<file path="src/rtl/serializer_stream_if.sv">
// serializer_stream parallel-in / serial-out bus bundle.
// master = word producer side, slave = serializer side.
interface serializer_stream_if #(
  parameter int DATA_BUS_WIDTH = 16
);
  localparam int DATA_MOD_WIDTH = $clog2(DATA_BUS_WIDTH);

  logic [DATA_BUS_WIDTH-1:0] data_i;
  logic [DATA_MOD_WIDTH-1:0] data_mod_i;
  logic                      data_val_i;
  logic                      ready_o;
  logic                      ser_data_o;
  logic                      ser_data_val_o;
  logic                      busy_o;
  logic                      drop_o;

  modport master (
    output data_i,
    output data_mod_i,
    output data_val_i,
    input  ready_o,
    input  ser_data_o,
    input  ser_data_val_o,
    input  busy_o,
    input  drop_o
  );

  modport slave (
    input  data_i,
    input  data_mod_i,
    input  data_val_i,
    output ready_o,
    output ser_data_o,
    output ser_data_val_o,
    output busy_o,
    output drop_o
  );
endinterface

</file>
<file path="src/rtl/serializer_stream.sv">
// serializer_stream: length-tagged words out one bit per clock.
// One-word pending buffer keeps back-to-back words gap-free.
module serializer_stream #(
  parameter int DATA_BUS_WIDTH = 16,
  parameter int DATA_MOD_WIDTH = $clog2(DATA_BUS_WIDTH),
  parameter int MIN_LEN        = 3,
  parameter bit LSB_FIRST      = 1'b0
) (
  input logic                clk_i,
  input logic                arstn_i,
  serializer_stream_if.slave bus
);

  localparam int W  = DATA_BUS_WIDTH;
  localparam int CW = DATA_MOD_WIDTH + 1;

  localparam logic [1:0] IDLE_S  = 2'b01;
  localparam logic [1:0] SHIFT_S = 2'b10;

  logic [1:0]    state;
  logic [W-1:0]  shreg;
  logic [W-1:0]  shreg_nxt;
  logic [CW-1:0] cnt;
  logic          val_q;
  logic          drop_q;
  logic          pend_v;
  logic [W-1:0]  pend_data;
  logic [CW-1:0] pend_len;

  logic [CW-1:0] len;
  logic          len_ok;
  logic          offer;
  logic          accept;
  logic          reject;
  logic          idle;
  logic          shifting;
  logic          last;
  logic          load_new;
  logic          load_pend;
  logic          pend_wr;

  assign len = (bus.data_mod_i == '0) ? CW'(W)
                                      : {1'b0, bus.data_mod_i};
  assign len_ok = (len >= CW'(MIN_LEN));

  assign offer  = bus.data_val_i && !pend_v;
  assign accept = offer && len_ok;
  assign reject = offer && !len_ok;

  assign idle      = (state == IDLE_S);
  assign shifting  = (state == SHIFT_S);
  assign last      = (cnt == CW'(1));
  assign load_pend = shifting && last && pend_v;
  assign load_new  = accept &&
                     (idle || (shifting && last && !pend_v));
  assign pend_wr   = accept && shifting && !last;

  assign shreg_nxt = LSB_FIRST ? (shreg >> 1) : (shreg << 1);

  // Shift FSM: load, shift, chain to next word or fall idle.
  always_ff @(posedge clk_i or negedge arstn_i) begin
    if (!arstn_i) begin
      state <= IDLE_S;
      shreg <= '0;
      cnt   <= '0;
      val_q <= 1'b0;
    end else begin
      unique case (state)
        IDLE_S: begin
          if (load_new) begin
            state <= SHIFT_S;
            shreg <= bus.data_i;
            cnt   <= len;
            val_q <= 1'b1;
          end
        end
        SHIFT_S: begin
          if (!last) begin
            shreg <= shreg_nxt;
            cnt   <= cnt - CW'(1);
          end else if (load_pend) begin
            shreg <= pend_data;
            cnt   <= pend_len;
          end else if (load_new) begin
            shreg <= bus.data_i;
            cnt   <= len;
          end else begin
            state <= IDLE_S;
            shreg <= '0;
            cnt   <= '0;
            val_q <= 1'b0;
          end
        end
        default: begin
          state <= IDLE_S;
          shreg <= '0;
          cnt   <= '0;
          val_q <= 1'b0;
        end
      endcase
    end
  end

  // Pending slot: filled mid-word, drained on the last bit.
  always_ff @(posedge clk_i or negedge arstn_i) begin
    if (!arstn_i) begin
      pend_v    <= 1'b0;
      pend_data <= '0;
      pend_len  <= '0;
    end else if (pend_wr) begin
      pend_v    <= 1'b1;
      pend_data <= bus.data_i;
      pend_len  <= len;
    end else if (load_pend) begin
      pend_v    <= 1'b0;
    end
  end

  // Too-short words are dropped with a one-cycle flag.
  always_ff @(posedge clk_i or negedge arstn_i) begin
    if (!arstn_i) begin
      drop_q <= 1'b0;
    end else begin
      drop_q <= reject;
    end
  end

  assign bus.ser_data_o     = LSB_FIRST ? shreg[0] : shreg[W-1];
  assign bus.ser_data_val_o = val_q;
  assign bus.busy_o         = shifting || pend_v;
  assign bus.ready_o        = !pend_v;
  assign bus.drop_o         = drop_q;

endmodule

</file>
<file path="src/flat_wrapper.sv">
// flat-port wrapper written by rule: the top's interface ports become plain ports
module serializer_stream_flat 
#(
  parameter int DATA_BUS_WIDTH = 16,
  parameter int DATA_MOD_WIDTH = $clog2(DATA_BUS_WIDTH),
  parameter int MIN_LEN        = 3,
  parameter bit LSB_FIRST      = 1'b0
)
  (clk_i, arstn_i, bus_data_i, bus_data_mod_i, bus_data_val_i, bus_ready_o, bus_ser_data_o, bus_ser_data_val_o, bus_busy_o, bus_drop_o);
  serializer_stream_if #(.DATA_BUS_WIDTH(DATA_BUS_WIDTH)) bus_i ();
  input logic clk_i;
  input logic arstn_i;
  input wire logic [$bits(bus_i.data_i)-1:0] bus_data_i;
  input wire logic [$bits(bus_i.data_mod_i)-1:0] bus_data_mod_i;
  input wire logic [$bits(bus_i.data_val_i)-1:0] bus_data_val_i;
  output wire logic [$bits(bus_i.ready_o)-1:0] bus_ready_o;
  output wire logic [$bits(bus_i.ser_data_o)-1:0] bus_ser_data_o;
  output wire logic [$bits(bus_i.ser_data_val_o)-1:0] bus_ser_data_val_o;
  output wire logic [$bits(bus_i.busy_o)-1:0] bus_busy_o;
  output wire logic [$bits(bus_i.drop_o)-1:0] bus_drop_o;
  assign bus_i.data_i = bus_data_i;
  assign bus_i.data_mod_i = bus_data_mod_i;
  assign bus_i.data_val_i = bus_data_val_i;
  assign bus_ready_o = bus_i.ready_o;
  assign bus_ser_data_o = bus_i.ser_data_o;
  assign bus_ser_data_val_o = bus_i.ser_data_val_o;
  assign bus_busy_o = bus_i.busy_o;
  assign bus_drop_o = bus_i.drop_o;
  serializer_stream #(.DATA_BUS_WIDTH(DATA_BUS_WIDTH), .DATA_MOD_WIDTH(DATA_MOD_WIDTH), .MIN_LEN(MIN_LEN), .LSB_FIRST(LSB_FIRST)) u_core (.clk_i(clk_i), .arstn_i(arstn_i), .bus(bus_i));
endmodule
</file>
<file path="config.mk">
export PLATFORM = sky130hd
export DESIGN_NAME = serializer_stream_flat
export DESIGN_NICKNAME = d
export VERILOG_FILES = /design/src/rtl/serializer_stream_if.sv /design/src/rtl/serializer_stream.sv /design/src/flat_wrapper.sv
export SDC_FILE = /design/constraint.sdc
export NUM_CORES = 1
export LEC_CHECK = 0
export ABC_AREA = 1
export ABC_CLOCK_PERIOD_IN_PS = 3000
export BUFFER_PORTS_ARGS = -buffer_cell sky130_fd_sc_hd__buf_2
export CAP_MARGIN = 20
export CORE_UTILIZATION = 35
export DETAILED_ROUTE_END_ITERATION = 10
export PLACE_DENSITY_LB_ADDON = 0.05
export SETUP_SLACK_MARGIN = 0.4
export SLEW_MARGIN = 20
export SYNTH_ARGS = -nofsm -noshare
export SYNTH_HDL_FRONTEND = slang
export SYNTH_SLANG_ARGS = --single-unit
</file>
<file path="constraint.sdc">
create_clock -name clk_i -period 3 [get_ports clk_i]
set_clock_uncertainty 0.2 [all_clocks]
set_input_delay 0.3 -clock clk_i [delete_from_list [all_inputs] [get_ports clk_i]]
set_output_delay 0.3 -clock clk_i [all_outputs]
set_load 0.01 [all_outputs]
</file>
; Word-level counts from Yosys, hierarchy flattened
; Cells that the tools add are included.
[op_classes]
add_sub_neg = 1
order_cmp = 1
eq_ne = 7
mux = 23
reduce_logical = 17
[ops]
columns = op, count
row1 = $mux W16, 4
row2 = $pmux W16 S2, 1
row3 = $mux W5, 5
row4 = $pmux W5 S2, 1
row5 = $logic_and A1 B1 Y1, 9
row6 = $mux W2, 4
row7 = $ne A2 B2 Y1 const B, 4
row8 = $mux W1, 6
row9 = $eq A5 B1 Y1 const B, 1
row10 = $ge A5 B2 Y1 const B, 1
row11 = $sub A5 B1 Y5 const B, 1
row12 = $logic_not A4 Y1, 1
row13 = $pmux W2 S2, 1
row14 = $reduce_and A4 Y1, 1
row15 = $logic_not A1 Y1, 3
row16 = $eq A2 B1 Y1 const B, 1
row17 = $eq A2 B2 Y1 const B, 1
row18 = $logic_or A1 B1 Y1, 2
row19 = $pmux W1 S2, 1
row20 = $reduce_bool A2 Y1, 1
[totals]
reg_bits = 47
input_bits = 23
output_inout_bits = 5
elab_cells = 57

; Logic depth before layout (Yosys ltp)
[logic_depth]
ltp_word = 9
mapped_depth = 13
depth_no_buf = 13

; Least setup slack after synthesis
; No wires, ideal clock.
[synth_path]
path_type = reg-to-reg
start = register u_core.state[0]
end = register u_core.cnt[4]
t_arrival_ns = 1.517
t_required_ns = 2.684
path_slack_ns = 1.167
path_stages_with_launch = 12
n_path_buf = 1
period_less_slack_ns = 1.833
path_cell_list = dfstp_2 inv_1 ha_1 nand4_2 inv_1 buf_4 a21oi_1 nand2_1 nand2_1 nand2_1 nand2_1 nand2_1
[synth_between]
elab_chain_len = 9
elab_cells_between_ends = 12
classes_between = eq/ne (3) / mux (4) / reduce/logical (5)
[synth_rtl]
columns = element, line
row1 = "start, declared", serializer_stream.sv:20  ; logic [1:0] state;
row2 = "start signal, assigned", serializer_stream.sv:63  ; state <= IDLE_S;
row3 = "start signal, assigned", serializer_stream.sv:71  ; state <= SHIFT_S;
row4 = "start signal, assigned", serializer_stream.sv:88  ; state <= IDLE_S;
row5 = $eq A2 B2 Y1, "serializer_stream.sv:51, serializer_stream.sv:68"
row6 = $logic_and A1 B1 Y1, "serializer_stream.sv:53, serializer_stream.sv:55"
row7 = $logic_and A1 B1 Y1, serializer_stream.sv:55  ; (idle || (shifting && last && !pend_v));
row8 = $logic_or A1 B1 Y1, serializer_stream.sv:55
row9 = $logic_and A1 B1 Y1, serializer_stream.sv:54  ; assign load_new = accept &&
row10 = $mux W5, serializer_stream.sv:84  ; end else if (load_new) begin
row11 = $mux W5, serializer_stream.sv:81  ; end else if (load_pend) begin
row12 = $mux W5, serializer_stream.sv:78  ; if (!last) begin
row13 = $pmux W5 S2, serializer_stream.sv:68  ; unique case (state)
row14 = "end signal, assigned", serializer_stream.sv:80  ; cnt <= cnt - CW'(1);
row15 = "end signal, assigned", serializer_stream.sv:83  ; cnt <= pend_len;
row16 = "end signal, assigned", serializer_stream.sv:86  ; cnt <= len;
row17 = "end, declared", serializer_stream.sv:23  ; logic [CW-1:0] cnt;
; Parallel ways exist; a longest one is shown, timed or not.
; A chain may end at the register's enable or synchronous reset.

; Final worst setup path
[layout_path]
start = register u_core.state[0]
end = register u_core.cnt[2]
; Same word-level chain as after synthesis.

==> results by group <==
Floorplanning
  • Height of the die: 86.16 um
  • Die outline width: 86.16 um
  • FP Rows: 30
  • Die outline area: 0.007423 mm2
  • Starting density of the core: 36.28%
  • I/O pin count: 28
  • Core outline area: 0.006832 mm2

Place
  • IO buf count: 27
  • Final weighted congestion of routability-driven global placement: 0.7921
  • Final HPWL DP: 4315 um

Synthesis
  • Count of flip-flops with a built-in enable after synthesis: 0
  • Synthesis Warnings: 0
  • Biggest area consumer among synthesized cells: sky130_fd_sc_hd__dfrtp_1
  • Yosys cell types: 30
  • Avg Synthesized Cell Area: 7.603 um2
  • Register bit count reported by yosys: 46
  • Primary FF master, synth: sky130_fd_sc_hd__dfrtp_1
  • Post-synth top area share: 45.43%
  • Cell types occupying the most area after synthesis: sky130_fd_sc_hd__dfrtp_1 (45%), sky130_fd_sc_hd__nand2_1 (27%), sky130_fd_sc_hd__inv_1 (2.7%)
  • Proportion of synthesized chip area in sequential cells: 46.49%
  • Combined area of all synthesized cells: 0.002479 mm2
  • Net count of the mapped netlist: 353
  • Synthesized instance count: 326
  • Fraction of registers with async set/reset: 100.0%

Clock tree
  • Count of H-tree levels built during CTS: 2
  • Root Buffer: sky130_fd_sc_hd__clkbuf_8
  • CTS tree: yes
  • Max Buffers Root-to-Sink: 2
  • Total of cells resized after clock tree synthesis: 0
  • Hold buffer count at CTS: 2
  • Clock latency on the worst-skew pair: 300 ps
  • TritonCTS buffer count: 5
  • Total number of clock tree sinks: 46
  • Clock edge transition at the registers on the reported setup and hold paths: 100 ps
  • Setup bufs post-CTS: 0

Worst setup path
  • Largest fanout on the critical path: 11
  • Slack of the worst reg-to-reg path: 740 ps
  • Critical register-to-register path endpoint: u_core.cnt[2]
  • Critical path capture point type: flip-flop
  • Depth of the most critical reg-to-reg path: 11
  • Worst Setup Start Kind: flip-flop
  • Critical R2R Launch: u_core.state[0]
  • Critical Path AT: 2250 ps
  • Critical path type: flip-flop to flip-flop
  • Data required, critical path: 3000 ps

Power
  • Maximum ir drop on the vdd rail: 180.4 uV
  • Switching share of power: 24.69%
  • Power dissipated by switching net loads: 264.2 uW
  • Relative contribution of the clock network to total power: 36.9%
  • Power density over the cells: 382.3 mW/mm2
  • Combinational Power Share: 5.2%
  • Standby leakage power: 0.001530 uW
  • Power Internal: 805.8 uW
  • Reg power frac: 57.9%

Timing
  • Setup violators final: 0
  • Post-route fraction of the period consumed by the critical path: 75.17%
  • Transition time of the tightest slew-check pin: 472.2 ps
  • Max-Slew Margin vs Limit: 68.52%
  • Final period demand of the worst path: 2255 ps
  • Setup repair after global routing missed its margin: false
  • Achievable clock frequency: 443.4 MHz
  • Number of hold-slack violations in the final timing report: 0
  • Setup total negative slack: 0 ps
  • Max-slew violation count: 0
  • Hold WS: 6.441 ps

Detailed routing
  • Avg WL per Cell: 14.18 um
  • Number of vias in the routed layout: 2107
  • Drt total wl: 6411 um
  • Count of TritonRoute iterations in the first routing pass: 4
  • Drt initial violations: 111
  • Number of remaining DRC errors: 0
  • Number of vias per cell: 4.662
  • Antenna Violating Nets Remaining: 0

Layout
  • Ant. Diodes: 0
  • Growth of design area from synthesis to finish: 12.92%
  • Post-Route Utilization: 40.97%
  • Proportion of layout cells with a drive suffix above 1: 15.73%
  • Total Nets Final: 382

Hold path
  • Tightest Hold Check Type: input port to flip-flop
  • Launch instance of the worst min-delay path: bus_data_i[9]
  • Worst min-delay path endpoint: u_core.pend_data[9]
  • Cell depth of the worst min-delay path: 3

Flow run
  • Max-cap check violation count: 0

GRT
  • Vias in the first global route: 2164
  • Pin count of the biggest net entering global routing: 28
  • Antenna violations before repair: 0
  • GR Overflow Total: 0
  • Wire length of the first global-routing pass: 10940 um
  • All-layer global routing usage: 19.51%

Run status
  • Result of the run: completed
==> critical path, cell delays in order (launching register included) <==
cell	delay, ps
sky130_fd_sc_hd__dfstp_2	550
sky130_fd_sc_hd__inv_1	40
sky130_fd_sc_hd__ha_1	290
sky130_fd_sc_hd__nand4_2	200
sky130_fd_sc_hd__inv_1	210
sky130_fd_sc_hd__buf_4	260
sky130_fd_sc_hd__a21oi_1	130
sky130_fd_sc_hd__nand2_1	60
sky130_fd_sc_hd__nand2_1	50
sky130_fd_sc_hd__nand2_1	50
sky130_fd_sc_hd__nand2_1	50
sky130_fd_sc_hd__nand2_1	40
==> state kept, by name, summed over array words and instances (netlist names) <==
signal / count
u_core.pend_v: 1
u_core.shreg: 16
u_core.pend_data: 16
u_core.pend_len: 5
u_core.state: 2
u_core.cnt: 5
u_core.bus.drop_o: 1
==> power groups by stage <==
| stage | Clock, uW | Combinational (uW) | Sequential [uW] |
|---|---|---|---|
| floorplan | 0 | 17.0 | 632 |
| global placement | 0 | 56.8 | 632 |
| detailed placement | 0 | 56.1 | 632 |
| CTS | 412 | 58.2 | 620 |
| global route | 433 | 65.9 | 620 |
| finish | 394 | 56.0 | 620 |
==> final cells by class <==
class / instances / area [um2]
Tap cell: 96 / 120.1
Sequential cell: 46 / 1152
Fill cell: 775 / 4033
Inverter: 21 / 78.83
Multi-Input combinational cell: 247 / 1169
Clock inverter: 2 / 13.76
Timing Repair Buffer: 34 / 192.7
Clock buffer: 6 / 72.57
==> cell families (layout without fill, tap and decap cells) <==
logic type / after synthesis / count (layout) / synth area share [%]
AND/OR/NAND/NOR: 207 / 207 / 36.04
flip-flops: 46 / 46 / 46.49
AO/OA/AOI/OAI: 33 / 33 / 8.026
buffers and inverters: 33 / 63 / 6.360
adder cells (fa/ha/maj): 4 / 4 / 2.019
XOR/XNOR: 3 / 3 / 1.060
==> per-layer routing <==
layer / share of wire [%] / track usage [%] / routed length (um) / vias to the layer above
met4: 1.0 / 4.848 / 65 / 0
li1: - / - / - / 1079
met5: 0 / 0 / 0 / -
met2: 47 / 31.75 / 3012 / 32
met1: 49 / 27.07 / 3145 / 990
met3: 2.9 / 3.176 / 187 / 6
==> worst max-delay path by stage <==
| stage | depth (start not counted) | slack [ps] | from | to |
|---|---|---|---|---|
| after CTS | 11 | 700 | u_core.state[0] | u_core.cnt[2] |
| after global routing | 13 | 510 | u_core.cnt[1] | u_core.cnt[4] |
| after floorplan | 11 | 1170 | u_core.state[0] | u_core.cnt[4] |
| after global placement | 11 | 740 | u_core.state[0] | u_core.cnt[2] |
| final | 11 | 740 | u_core.state[0] | u_core.cnt[2] |
| after detailed placement | 13 | 710 | u_core.cnt[1] | u_core.cnt[2] |
==> cell usage in the layout (no fill, tap or decap), drive strengths merged <==
master | Yosys | layout
xor2 | 2 | 2
dfrtp | 45 | 45
nor2 | 11 | 11
nand2 | 179 | 179
nor3 | 1 | 1
dlygate4sd3 | 0 | 2
clkbuf | 1 | 6
o22ai | 2 | 2
clkinv | 0 | 2
a21oi | 8 | 8
buf | 11 | 32
xnor2 | 1 | 1
a22oi | 8 | 8
o21ai | 15 | 15
inv | 21 | 21
nand3 | 7 | 7
ha | 4 | 4
nand4 | 9 | 9
dfstp | 1 | 1
==> synthesized netlist by cell type (2+ instances only) <==
cell and instances:
sky130_fd_sc_hd__buf_4 3, sky130_fd_sc_hd__dfrtp_1 45, sky130_fd_sc_hd__inv_2 3, sky130_fd_sc_hd__inv_1 18
sky130_fd_sc_hd__buf_6 2, sky130_fd_sc_hd__nor2_1 6, sky130_fd_sc_hd__nand3_1 5, sky130_fd_sc_hd__nor2_2 2
sky130_fd_sc_hd__o22ai_1 2, sky130_fd_sc_hd__nor2_4 3, sky130_fd_sc_hd__a22oi_1 8, sky130_fd_sc_hd__nand4_1 7
sky130_fd_sc_hd__ha_1 4, sky130_fd_sc_hd__o21ai_0 9, sky130_fd_sc_hd__a21oi_1 8, sky130_fd_sc_hd__xor2_1 2
sky130_fd_sc_hd__o21ai_1 5, sky130_fd_sc_hd__buf_2 6, sky130_fd_sc_hd__nand2_4 2, sky130_fd_sc_hd__nand2_1 176
==> through the flow <==
| stage | total power, uW | cell area [um2] | std cells | setup slack (ps) |
|---|---|---|---|---|
| 2_1_floorplan | 649.0 | 2479 | 326 | 1167 |
| 4_1_cts | 1089 | 2799 | 452 | 698.7 |
| 6_report | 1070 | 2799 | 452 | 744.9 |
| 3_5_place_dp | 687.9 | 2693 | 442 | 714.3 |
| 5_1_grt | 1118 | 2799 | 452 | 510.3 |
| 3_3_place_gp | 688.6 | 2693 | 442 | 738.7 |
No activity file was read; power rests on OpenSTA's default activity.
